`config.mk`:
```
export PLATFORM = sky130hd
export DESIGN_NAME = train_multi_flat
export DESIGN_NICKNAME = d
export VERILOG_FILES = /design/src/rtl/train_pkg.sv /design/src/rtl/train_multi_if.sv /design/src/rtl/train_rr_arbiter.sv /design/src/rtl/train_multi.sv /design/src/flat_wrapper.sv
export SDC_FILE = /design/constraint.sdc
export NUM_CORES = 1
export LEC_CHECK = 0
export CAP_MARGIN = 20
export CORE_MARGIN = 4
export CORE_UTILIZATION = 52
export DETAILED_ROUTE_END_ITERATION = 8
export PLACE_DENSITY = 0.89
export SLEW_MARGIN = 20
export SYNTH_ARGS = -nofsm -noshare
export SYNTH_HDL_FRONTEND = slang
export SYNTH_SLANG_ARGS = --single-unit
```
`constraint.sdc`:
```
create_clock -name clk -period 2.2 [get_ports clk]
set_input_delay 0.44 -clock clk [delete_from_list [all_inputs] [get_ports clk]]
set_output_delay 0.44 -clock clk [all_outputs]
set_load 0.01 [all_outputs]
```
`src/rtl/train_pkg.sv`:
```
`default_nettype none
// ============================================================================
// Module      : train_pkg
// Description : Shared state encoding, default geometry and coordinate helper
//               for the multi-train track controller.
// Revision    : 1.0 - initial release
// ============================================================================
package train_pkg;

    localparam int c_coord_w  = 10;
    localparam int c_n_trains = 2;
    localparam int c_y_bot    = 422;
    localparam int c_pack_w   = 256;  // widest packed vector: 8 trains x 32 bits

    localparam logic [2*c_coord_w-1:0] c_x_left  = {10'd188, 10'd60};
    localparam logic [2*c_coord_w-1:0] c_x_right = {10'd452, 10'd580};
    localparam logic [2*c_coord_w-1:0] c_y_top   = {10'd180, 10'd60};
    localparam logic [2*c_coord_w-1:0] c_x_start = {10'd320, 10'd320};

    typedef enum logic [2:0] {
        ST_TOP  = 3'd0,
        ST_DOWN = 3'd1,
        ST_GATE = 3'd2,
        ST_BOT  = 3'd3,
        ST_UP   = 3'd4
    } train_state_t;

    // Extract field idx (width bits) from a packed per-train coordinate vector.
    function automatic logic [31:0] coord_slice(input logic [c_pack_w-1:0] vec,
                                                input int width, input int idx);
        logic [c_pack_w-1:0] w_sh;
        w_sh = vec >> (width * idx);
        return w_sh[31:0] & ~(32'hFFFF_FFFF << width);
    endfunction

endpackage
`default_nettype wire

```
`src/rtl/train_multi_if.sv`:
```
`default_nettype none
// ============================================================================
// Module      : train_multi_if
// Description : Control and position bus between a driver and train_multi.
// Revision    : 1.0 - initial release
// ============================================================================
interface train_multi_if
    import train_pkg::*;
#(
    parameter int N_TRAINS = c_n_trains,
    parameter int COORD_W  = c_coord_w,
    parameter int ID_W     = (N_TRAINS > 1) ? $clog2(N_TRAINS) : 1
);

    logic                        step;
    logic [N_TRAINS-1:0]         halt;
    logic [N_TRAINS*COORD_W-1:0] x;
    logic [N_TRAINS*COORD_W-1:0] y;
    logic [N_TRAINS-1:0]         waiting;
    logic                        owner_valid;
    logic [ID_W-1:0]             owner_id;

    modport master (
        output step, halt,
        input  x, y, waiting, owner_valid, owner_id
    );

    modport slave (
        input  step, halt,
        output x, y, waiting, owner_valid, owner_id
    );

endinterface
`default_nettype wire

```
`src/rtl/train_rr_arbiter.sv`:
```
`default_nettype none
// ============================================================================
// Module      : train_rr_arbiter
// Description : Round-robin grant of the shared bottom segment.
// Revision    : 1.0 - initial release
// ============================================================================
module train_rr_arbiter
    import train_pkg::*;
#(
    parameter int N  = c_n_trains,
    parameter int IW = (N > 1) ? $clog2(N) : 1
) (
    input  wire logic [N-1:0]  req,
    input  wire logic          busy,
    input  wire logic          step,
    input  wire logic [IW-1:0] last_grant,
    output logic      [N-1:0]  grant,
    output logic               grant_valid,
    output logic      [IW-1:0] grant_id
);

    logic [IW-1:0] w_idx;

    // Search begins one past the previous winner; busy blocks any grant so a
    // release and a new grant can never share an edge.
    always_comb begin
        grant       = '0;
        grant_valid = 1'b0;
        grant_id    = last_grant;
        w_idx       = '0;
        if (step && !busy) begin
            for (int k = 1; k <= N; k++) begin
                w_idx = IW'((int'(last_grant) + k) % N);
                if (!grant_valid && req[w_idx]) begin
                    grant[w_idx] = 1'b1;
                    grant_valid  = 1'b1;
                    grant_id     = w_idx;
                end
            end
        end
    end

endmodule
`default_nettype wire

```
`src/rtl/train_multi.sv`:
```
`default_nettype none
// ============================================================================
// Module      : train_multi
// Description : N trains on rectangular loops sharing one bottom row,
//               arbitrated round-robin.
// Revision    : 1.0 - initial release
// ============================================================================
module train_multi
    import train_pkg::*;
#(
    parameter int                          N_TRAINS = c_n_trains,
    parameter int                          COORD_W  = c_coord_w,
    parameter int                          Y_BOT    = c_y_bot,
    parameter logic [N_TRAINS*COORD_W-1:0] X_LEFT   = c_x_left,
    parameter logic [N_TRAINS*COORD_W-1:0] X_RIGHT  = c_x_right,
    parameter logic [N_TRAINS*COORD_W-1:0] Y_TOP    = c_y_top,
    parameter logic [N_TRAINS*COORD_W-1:0] X_START  = c_x_start
) (
    input wire logic     clk,
    input wire logic     rst,
    train_multi_if.slave bus
);

    localparam int                 c_id_w = (N_TRAINS > 1) ? $clog2(N_TRAINS) : 1;
    localparam logic [COORD_W-1:0] c_ybot = COORD_W'(Y_BOT);
    localparam logic [COORD_W-1:0] c_gate = COORD_W'(Y_BOT - 1);
    localparam logic [COORD_W-1:0] c_one  = COORD_W'(1);

    logic [N_TRAINS-1:0]         w_req;
    logic [N_TRAINS-1:0]         w_rel;
    logic [N_TRAINS-1:0]         w_grant;
    logic                        w_grant_valid;
    logic [c_id_w-1:0]           w_grant_id;
    logic [N_TRAINS*COORD_W-1:0] w_x_flat;
    logic [N_TRAINS*COORD_W-1:0] w_y_flat;
    logic [N_TRAINS-1:0]         w_waiting;

    logic                        r_owner_valid;
    logic [c_id_w-1:0]           r_owner_id;
    logic [c_id_w-1:0]           r_last_grant;

    train_rr_arbiter #(
        .N  (N_TRAINS),
        .IW (c_id_w)
    ) u_arb (
        .req         (w_req),
        .busy        (r_owner_valid),
        .step        (bus.step),
        .last_grant  (r_last_grant),
        .grant       (w_grant),
        .grant_valid (w_grant_valid),
        .grant_id    (w_grant_id)
    );

    for (genvar gi = 0; gi < N_TRAINS; gi++) begin : g_train
        localparam logic [COORD_W-1:0] c_xl =
            COORD_W'(coord_slice(c_pack_w'(X_LEFT), COORD_W, gi));
        localparam logic [COORD_W-1:0] c_xr =
            COORD_W'(coord_slice(c_pack_w'(X_RIGHT), COORD_W, gi));
        localparam logic [COORD_W-1:0] c_yt =
            COORD_W'(coord_slice(c_pack_w'(Y_TOP), COORD_W, gi));
        localparam logic [COORD_W-1:0] c_xs =
            COORD_W'(coord_slice(c_pack_w'(X_START), COORD_W, gi));

        train_state_t       r_state;
        train_state_t       w_state_nxt;
        logic [COORD_W-1:0] r_x;
        logic [COORD_W-1:0] r_y;
        logic [COORD_W-1:0] w_x_nxt;
        logic [COORD_W-1:0] w_y_nxt;
        logic               r_wait;
        logic               w_wait_nxt;
        logic               w_move;

        assign w_move     = bus.step && !bus.halt[gi];
        // A halted train at its gate does not compete for the segment.
        assign w_req[gi]  = (r_state == ST_GATE) && !bus.halt[gi];
        assign w_rel[gi]  = w_move && (r_state == ST_UP) && (r_y == c_ybot);

        always_ff @(posedge clk) begin
            if (rst) begin
                r_state <= ST_TOP;
                r_x     <= c_xs;
                r_y     <= c_yt;
                r_wait  <= 1'b0;
            end else begin
                r_state <= w_state_nxt;
                r_x     <= w_x_nxt;
                r_y     <= w_y_nxt;
                r_wait  <= w_wait_nxt;
            end
        end

        // Corners cost no extra step: the move that lands on a corner also
        // switches direction.
        always_comb begin
            w_state_nxt = r_state;
            w_x_nxt     = r_x;
            w_y_nxt     = r_y;
            w_wait_nxt  = r_wait;
            if (w_move) begin
                case (r_state)
                    ST_TOP: begin
                        w_x_nxt = r_x - c_one;
                        if (w_x_nxt == c_xl) w_state_nxt = ST_DOWN;
                    end
                    ST_DOWN: begin
                        w_y_nxt = r_y + c_one;
                        if (w_y_nxt == c_gate) w_state_nxt = ST_GATE;
                    end
                    ST_GATE: begin
                        if (w_grant[gi]) begin
                            w_y_nxt     = c_ybot;
                            w_state_nxt = ST_BOT;
                            w_wait_nxt  = 1'b0;
                        end else begin
                            w_wait_nxt  = 1'b1;
                        end
                    end
                    ST_BOT: begin
                        w_x_nxt = r_x + c_one;
                        if (w_x_nxt == c_xr) w_state_nxt = ST_UP;
                    end
                    ST_UP: begin
                        w_y_nxt = r_y - c_one;
                        if (w_y_nxt == c_yt) w_state_nxt = ST_TOP;
                    end
                    default: begin
                        w_state_nxt = ST_TOP;
                    end
                endcase
            end
        end

        assign w_x_flat[gi*COORD_W +: COORD_W] = r_x;
        assign w_y_flat[gi*COORD_W +: COORD_W] = r_y;
        assign w_waiting[gi]                   = r_wait;
    end

    always_ff @(posedge clk) begin
        if (rst) begin
            r_owner_valid <= 1'b0;
            r_owner_id    <= '0;
            r_last_grant  <= c_id_w'(N_TRAINS - 1);
        end else if (w_grant_valid) begin
            r_owner_valid <= 1'b1;
            r_owner_id    <= w_grant_id;
            r_last_grant  <= w_grant_id;
        end else if (|w_rel) begin
            r_owner_valid <= 1'b0;
        end
    end

    assign bus.x           = w_x_flat;
    assign bus.y           = w_y_flat;
    assign bus.waiting     = w_waiting;
    assign bus.owner_valid = r_owner_valid;
    assign bus.owner_id    = r_owner_id;

endmodule
`default_nettype wire

```
`src/flat_wrapper.sv`:
```
// flat-port wrapper written by rule: the top's interface ports become plain ports
module train_multi_flat import train_pkg::*;
#(
    parameter int                          N_TRAINS = c_n_trains,
    parameter int                          COORD_W  = c_coord_w,
    parameter int                          Y_BOT    = c_y_bot,
    parameter logic [N_TRAINS*COORD_W-1:0] X_LEFT   = c_x_left,
    parameter logic [N_TRAINS*COORD_W-1:0] X_RIGHT  = c_x_right,
    parameter logic [N_TRAINS*COORD_W-1:0] Y_TOP    = c_y_top,
    parameter logic [N_TRAINS*COORD_W-1:0] X_START  = c_x_start
)
  (clk, rst, bus_step, bus_halt, bus_x, bus_y, bus_waiting, bus_owner_valid, bus_owner_id);
  train_multi_if #(.N_TRAINS(N_TRAINS), .COORD_W(COORD_W), .ID_W(1)) bus_i ();
  input wire logic clk;
  input wire logic rst;
  input wire logic [$bits(bus_i.step)-1:0] bus_step;
  input wire logic [$bits(bus_i.halt)-1:0] bus_halt;
  output wire logic [$bits(bus_i.x)-1:0] bus_x;
  output wire logic [$bits(bus_i.y)-1:0] bus_y;
  output wire logic [$bits(bus_i.waiting)-1:0] bus_waiting;
  output wire logic [$bits(bus_i.owner_valid)-1:0] bus_owner_valid;
  output wire logic [$bits(bus_i.owner_id)-1:0] bus_owner_id;
  assign bus_i.step = bus_step;
  assign bus_i.halt = bus_halt;
  assign bus_x = bus_i.x;
  assign bus_y = bus_i.y;
  assign bus_waiting = bus_i.waiting;
  assign bus_owner_valid = bus_i.owner_valid;
  assign bus_owner_id = bus_i.owner_id;
  train_multi #(.N_TRAINS(N_TRAINS), .COORD_W(COORD_W), .Y_BOT(Y_BOT), .X_LEFT(X_LEFT), .X_RIGHT(X_RIGHT), .Y_TOP(Y_TOP), .X_START(X_START)) u_core (.clk(clk), .rst(rst), .bus(bus_i));
endmodule
```
Word-level counts from Yosys, hierarchy flattened
Index checks and enable logic that the tools add are counted.

storage, ports and cells
  register bits = 51
  bits of input ports = 5
  output and inout bits = 44
  logic and storage cells = 127

operators by class
  add/subtract/negate cells = 10
  magnitude comparators = 4
  equal/unequal tests = 28
  mux-type cells = 41
  bitwise gates (word level) = 1
  reductions and logical operators = 32

operator list
  operator                                                                  count
  10-bit one-hot mux with 3 select lines                                    2
  10-bit by 9-bit == test with 1-bit output (second input constant)         5
  10-bit by 1-bit adder with 10-bit output (second input constant)          4
  10-bit one-hot mux with 2 select lines                                    2
  10-bit by 1-bit subtractor with 10-bit output (second input constant)     4
  3-bit 2-to-1 mux                                                          10
  3-bit one-hot mux with 5 select lines                                     2
  10-bit by 6-bit == test with 1-bit output (second input constant)         2
  10-bit by 8-bit == test with 1-bit output (second input constant)         2
  10-bit 2-to-1 mux                                                         2
  1-bit 2-to-1 mux                                                          17
  3-bit by 2-bit == test with 1-bit output (second input constant)          4
  1-bit logical AND                                                         12
  2-bit by 1-bit inequality test with 1-bit output (second input constant)  6
  6-bit AND reduction                                                       2
  10-bit == test (second input constant)                                    1
  2-bit 2-to-1 mux                                                          4
  2-bit inequality test (second input constant)                             4
  2-bit AND reduction                                                       4
  3-bit by 1-bit == test with 1-bit output (second input constant)          2
  3-bit == test (second input constant)                                     2
  3-bit logical NOT                                                         2
  3-bit AND reduction                                                       2
  2-bit nonzero test                                                        3
  other kinds (8)                                                           16

Longest topological paths before layout
  depth in word-level cells = 12
  gate-level depth with buffers = 9

By module
A second synthesis with hierarchy kept.

second synthesis, totals
  cells, all modules = 591
  area, all modules = 4194.0 sq um

by module, submodules not included
  module            times used  cells each  area each (sq um)  seq. area each (sq um)
  train_multi       1           582         4134.0             1021.0
  train_rr_arbiter  1           9           60.1               0.0

Worst setup path before layout
No wires, ideal clock.

  path kind = flip-flop to flip-flop
  start = register u_core.g_train[0].r_y[0]
  end = register u_core.g_train[0].r_state[1]
  setup time = 117 ps
  data arrival time = 2032 ps
  slack = 51 ps
  stages on the path, launching flop included = 10
  buffers on the path = 2
  period minus slack after synthesis = 2149 ps
  cell sequence = dfxtp_1 > buf_2 > inv_1 > ha_1 > buf_4 > a21oi_1 > o21ai_0 > o41ai_2 > o2111ai_1 > a32o_2

on the way
  longest elaborated chain between the ends = 4

ends and longest elaborated chain
  item                                                                                                        line                                    text
  start, declared                                                                                             train_multi.sv:68                       logic [COORD_W-1:0] r_y;
  start signal, assigned                                                                                      train_multi.sv:84                       r_y <= c_yt;
  start signal, assigned                                                                                      train_multi.sv:89                       r_y <= w_y_nxt;
  10-bit by 1-bit subtractor with 10-bit output or 10-bit by 1-bit adder with 10-bit output (tied branches)   train_multi.sv:125, train_multi.sv:108
  10-bit by 6-bit == test with 1-bit output or 10-bit by 9-bit == test with 1-bit output (tied branches)      train_multi.sv:126, train_multi.sv:109
  2-bit inequality test (no source line) or 2-bit by 1-bit inequality test with 1-bit output (tied branches)  n/a
  6-bit AND reduction (no source line) *                                                                      n/a
  end signal, assigned                                                                                        train_multi.sv:87                       r_state <= w_state_nxt;
  end, declared                                                                                               train_multi.sv:65                       train_state_t r_state;

Mark *: on every way between the ends. The rest lies on a longest branch, timed or not.
A chain may end at the register's enable or synchronous reset.

Worst setup path in the final report
Same ends and word-level chain as after synthesis.

==> results_dict.tcl <==
set metrics [dict create \
    worstReg2RegStart "u_core.g_train[0].r_y[0]" \
    finClkSkew_ns 0.00658 \
    synthArstFlopShare_pct 0 \
    met3WireLength_mm 1.01 \
    numClockSinks 51 \
    crit_arrival_ns 2.37 \
    drc 0 \
    ant_nets 0 \
    fin_crit_sh_pct 97.8 \
    min_path_cells 2 \
    clock_latency_ns 0.31 \
    power_mw 2.08 \
    status "complete, no violations" \
    ir_drop_mv 0.309 \
    die_x_um 97.9 \
    grt_pass1_vias 4322 \
    core-area_um2 7810 \
    synth.avg_cell_area_um2 7.29 \
    antenna_cells 0 \
    tightest_slew_ns 0.622 \
    place.gp.congestion 0.932 \
    layout_min_cycle_time_ns 2.15 \
    worstSetupStartpointType "register" \
    drt_pass1_iterations 5 \
    vias 4724 \
    worstPathMaxFanout 6 \
    ys_warn_count 0 \
    layout_setup_ws_ns 0.0488 \
    cts_tree "built" \
    routed_via_density 6.30 \
    hold_path_class "reg2reg" \
    portBuffers 48 \
    whs_ns 0.499 \
    max_freq_ghz 0.465 \
    synth_most_common_cell "nand2_1" \
    synth-main-ff-cell "dfxtp_1" \
    syn-num-nets 597 \
    rrSetupSlack_ns 0.05 \
    drive_gt1_share_pct 14.7 \
    power_density_nw_per_um2 400 \
    fillCellCount 637 \
    wl_per_cell_um 16.6 \
    p_leak_nw 1.91 \
    htree_levels 2 \
    required_ns 2.42 \
    r2r_cells 6 \
    drt_iter0_drc 300 \
    dp_hpwl_mm 8.89 \
    grt_max_degree 38 \
    fin_util_pct 66.6 \
    nets 669 \
    grt_pass1_wl_mm 20.8 \
    grt-ovfl-total 0 \
    cts-buffers-inserted 5 \
    cts_max_path_buffers 2 \
    synth_common_cells "63 x nand2_1, 52 x nor2_1, 51 x dfxtp_1" \
    slew_violations 0 \
    ys_top_cells_by_area "dfxtp_1 24%, nand2_1 5.6%, a21oi_1 5.0%" \
    maxSlewHeadroom_pct 58.4 \
    start_util_pct 53.8 \
    rows 32 \
    clk_pin_slew_ns 0.10 \
    met1_length_mm 5.15 \
    dieArea_um2 9580 \
    track_usage_pct 25.2 \
    setup_viol 0 \
    antenna_found_initial 0 \
    synth_area_um2 4200 \
    reg2reg_to "u_core.g_train[0].r_state[1]" \
    critical_path_class "reg2reg" \
    die_y_um 97.9 \
    synth_edf_count 0 \
    ys_seq_area_share_pct 24.3 \
    cts-root-buf "clkbuf_8" \
    area_growth_pct 23.8 \
    dr_wl_met2_mm 6.07 \
    hold_violations 0 \
    num_io_pins 49 \
    yosysTopAreaCellShare_pct 24.3 \
    drv_cap 0 \
    synth_top_area_cell "dfxtp_1" \
    synthCells 576 \
    worst_setup_path_end_kind "register" \
    highest_layer "met4" \
    ys_types 74 \
    ys_ff_latch 51 \
    hp-start "u_core.r_last_grant" \
    totalWireLength_mm 12.4 \
    min_to "u_core.r_last_grant" \
    preCtsSetupSlack_ns -0.0486 \
]
-- what timing repair did --
item,4_1_cts,5_1_grt
gates cloned,0,0
pin swaps,0,7
buffers inserted,0,2
hold buffers,0,0
resized for setup,1,10
endpoints found under the setup margin,1,5
-- flip-flops by register name, summed over array words and instances (netlist names) --
| register | flops |
|---|---|
| u_core.bus.owner_id | 1 |
| u_core.r_last_grant | 1 |
| u_core.g_train.r_state | 6 |
| u_core.g_train.r_x | 20 |
| u_core.g_train.r_wait | 2 |
| u_core.bus.owner_valid | 1 |
| u_core.g_train.r_y | 20 |
-- final cells by class --
type                    instances  area [um^2]  share of cell area (%)
clock inverters                 1         30.0                   0.577
inverters                      17         63.8                    1.23
multi-input cells             462         2920                    56.2
repair buffers                111          953                    18.3
clock buffers                   6         72.6                    1.40
well taps                     102          128                    2.45
flip-flops and latches         51         1030                    19.8
-- worst max path at each step --
| stage | from | endpoint | slack (ns) | cells past startpoint |
|---|---|---|---|---|
| after detailed placement | bus_halt[1] | u_core.g_train[1].r_state[0] | -0.05 | 6 |
| final | u_core.g_train[0].r_y[0] | u_core.g_train[0].r_state[1] | 0.05 | 6 |
| after global routing | u_core.g_train[0].r_y[0] | u_core.g_train[0].r_state[0] | -0.07 | 9 |
| after floorplan | u_core.g_train[0].r_y[0] | u_core.g_train[0].r_state[1] | 0.05 | 9 |
| after CTS | u_core.g_train[0].r_y[0] | u_core.g_train[0].r_state[1] | 0.02 | 6 |
| after global placement | bus_halt[0] | u_core.g_train[1].r_y[6] | -0.02 | 7 |
-- through the flow --
step	TNS, ns	instances	area [um^2]
3_3_place_gp	-0.0173	741	5050
3_5_place_dp	-0.121	741	5050
5_1_grt	-0.124	750	5200
4_1_cts	0	748	5160
6_report	0	750	5200
2_1_floorplan	0	576	4200
-- cell usage in the layout, fill, tap and decap left out, types with 3 or more instances in the layout --
cell,netlist,routed
a211oi_1,4,4
a21oi_1,42,42
a22o_1,4,4
a31oi_1,8,8
a32oi_1,4,4
and3_1,12,12
buf_4,5,63
clkbuf_8,0,5
clkdlybuf4s50_1,0,48
dfxtp_1,51,46
dfxtp_2,0,4
ha_1,16,16
inv_1,17,17
mux2i_1,3,3
nand2_1,63,63
nand2b_1,10,10
nand3_1,24,24
nand3b_1,7,7
nand4_1,9,9
nand4b_1,3,3
nor2_1,52,51
nor2b_1,8,8
nor3_1,23,23
nor3b_1,6,6
nor4_1,8,7
o21a_1,4,4
o21ai_0,32,32
o22ai_1,11,11
o31ai_1,3,3
o41ai_2,1,3
or3_1,11,11
or4_1,8,8
xnor2_1,23,23
xor2_1,11,11
-- power by group --
| group | leakage [nW] | total, mW | internal [mW] | switching, mW |
|---|---|---|---|---|
| clock network | 0.0513 | 0.671 | 0.335 | 0.336 |
| registers | 0.414 | 1.00 | 0.950 | 0.0523 |
| logic | 1.44 | 0.408 | 0.201 | 0.207 |
| total | 1.91 | 2.08 | 1.49 | 0.595 |
-- kinds of logic (layout without fill, tap and decap cells) --
kind of cell             count (synthesis)  in the layout  share of synthesized area (%)
buffers and inverters                   63            135                           6.67
multiplexers                             4              4                          0.983
XOR/XNOR                                34             34                           7.09
AND/OR/NAND/NOR                        260            260                           33.0
adder cells (fa/ha/maj)                 16             16                           4.76
AO/OA/AOI/OAI                          148            148                           23.2
flip-flops                              51             51                           24.3
-- per-layer routing --
| metal | vias up | track usage (%) |
|---|---|---|
| met5 | - | 0 |
| met3 | 27 | 2.57 |
| met1 | 2195 | 34.0 |
| met2 | 267 | 42.5 |
| met4 | 0 | 7.45 |
| li1 | 2235 | - |
-- worst max-delay path: stages (launching register included) --
cell and delay, ns:
dfxtp_4 0.38, or4_1 0.52, o21ai_1 0.10, a31oi_1 0.11, o41ai_2 0.48, o2111ai_1 0.17, a32o_2 0.29
(Power assumes the default switching activity.)
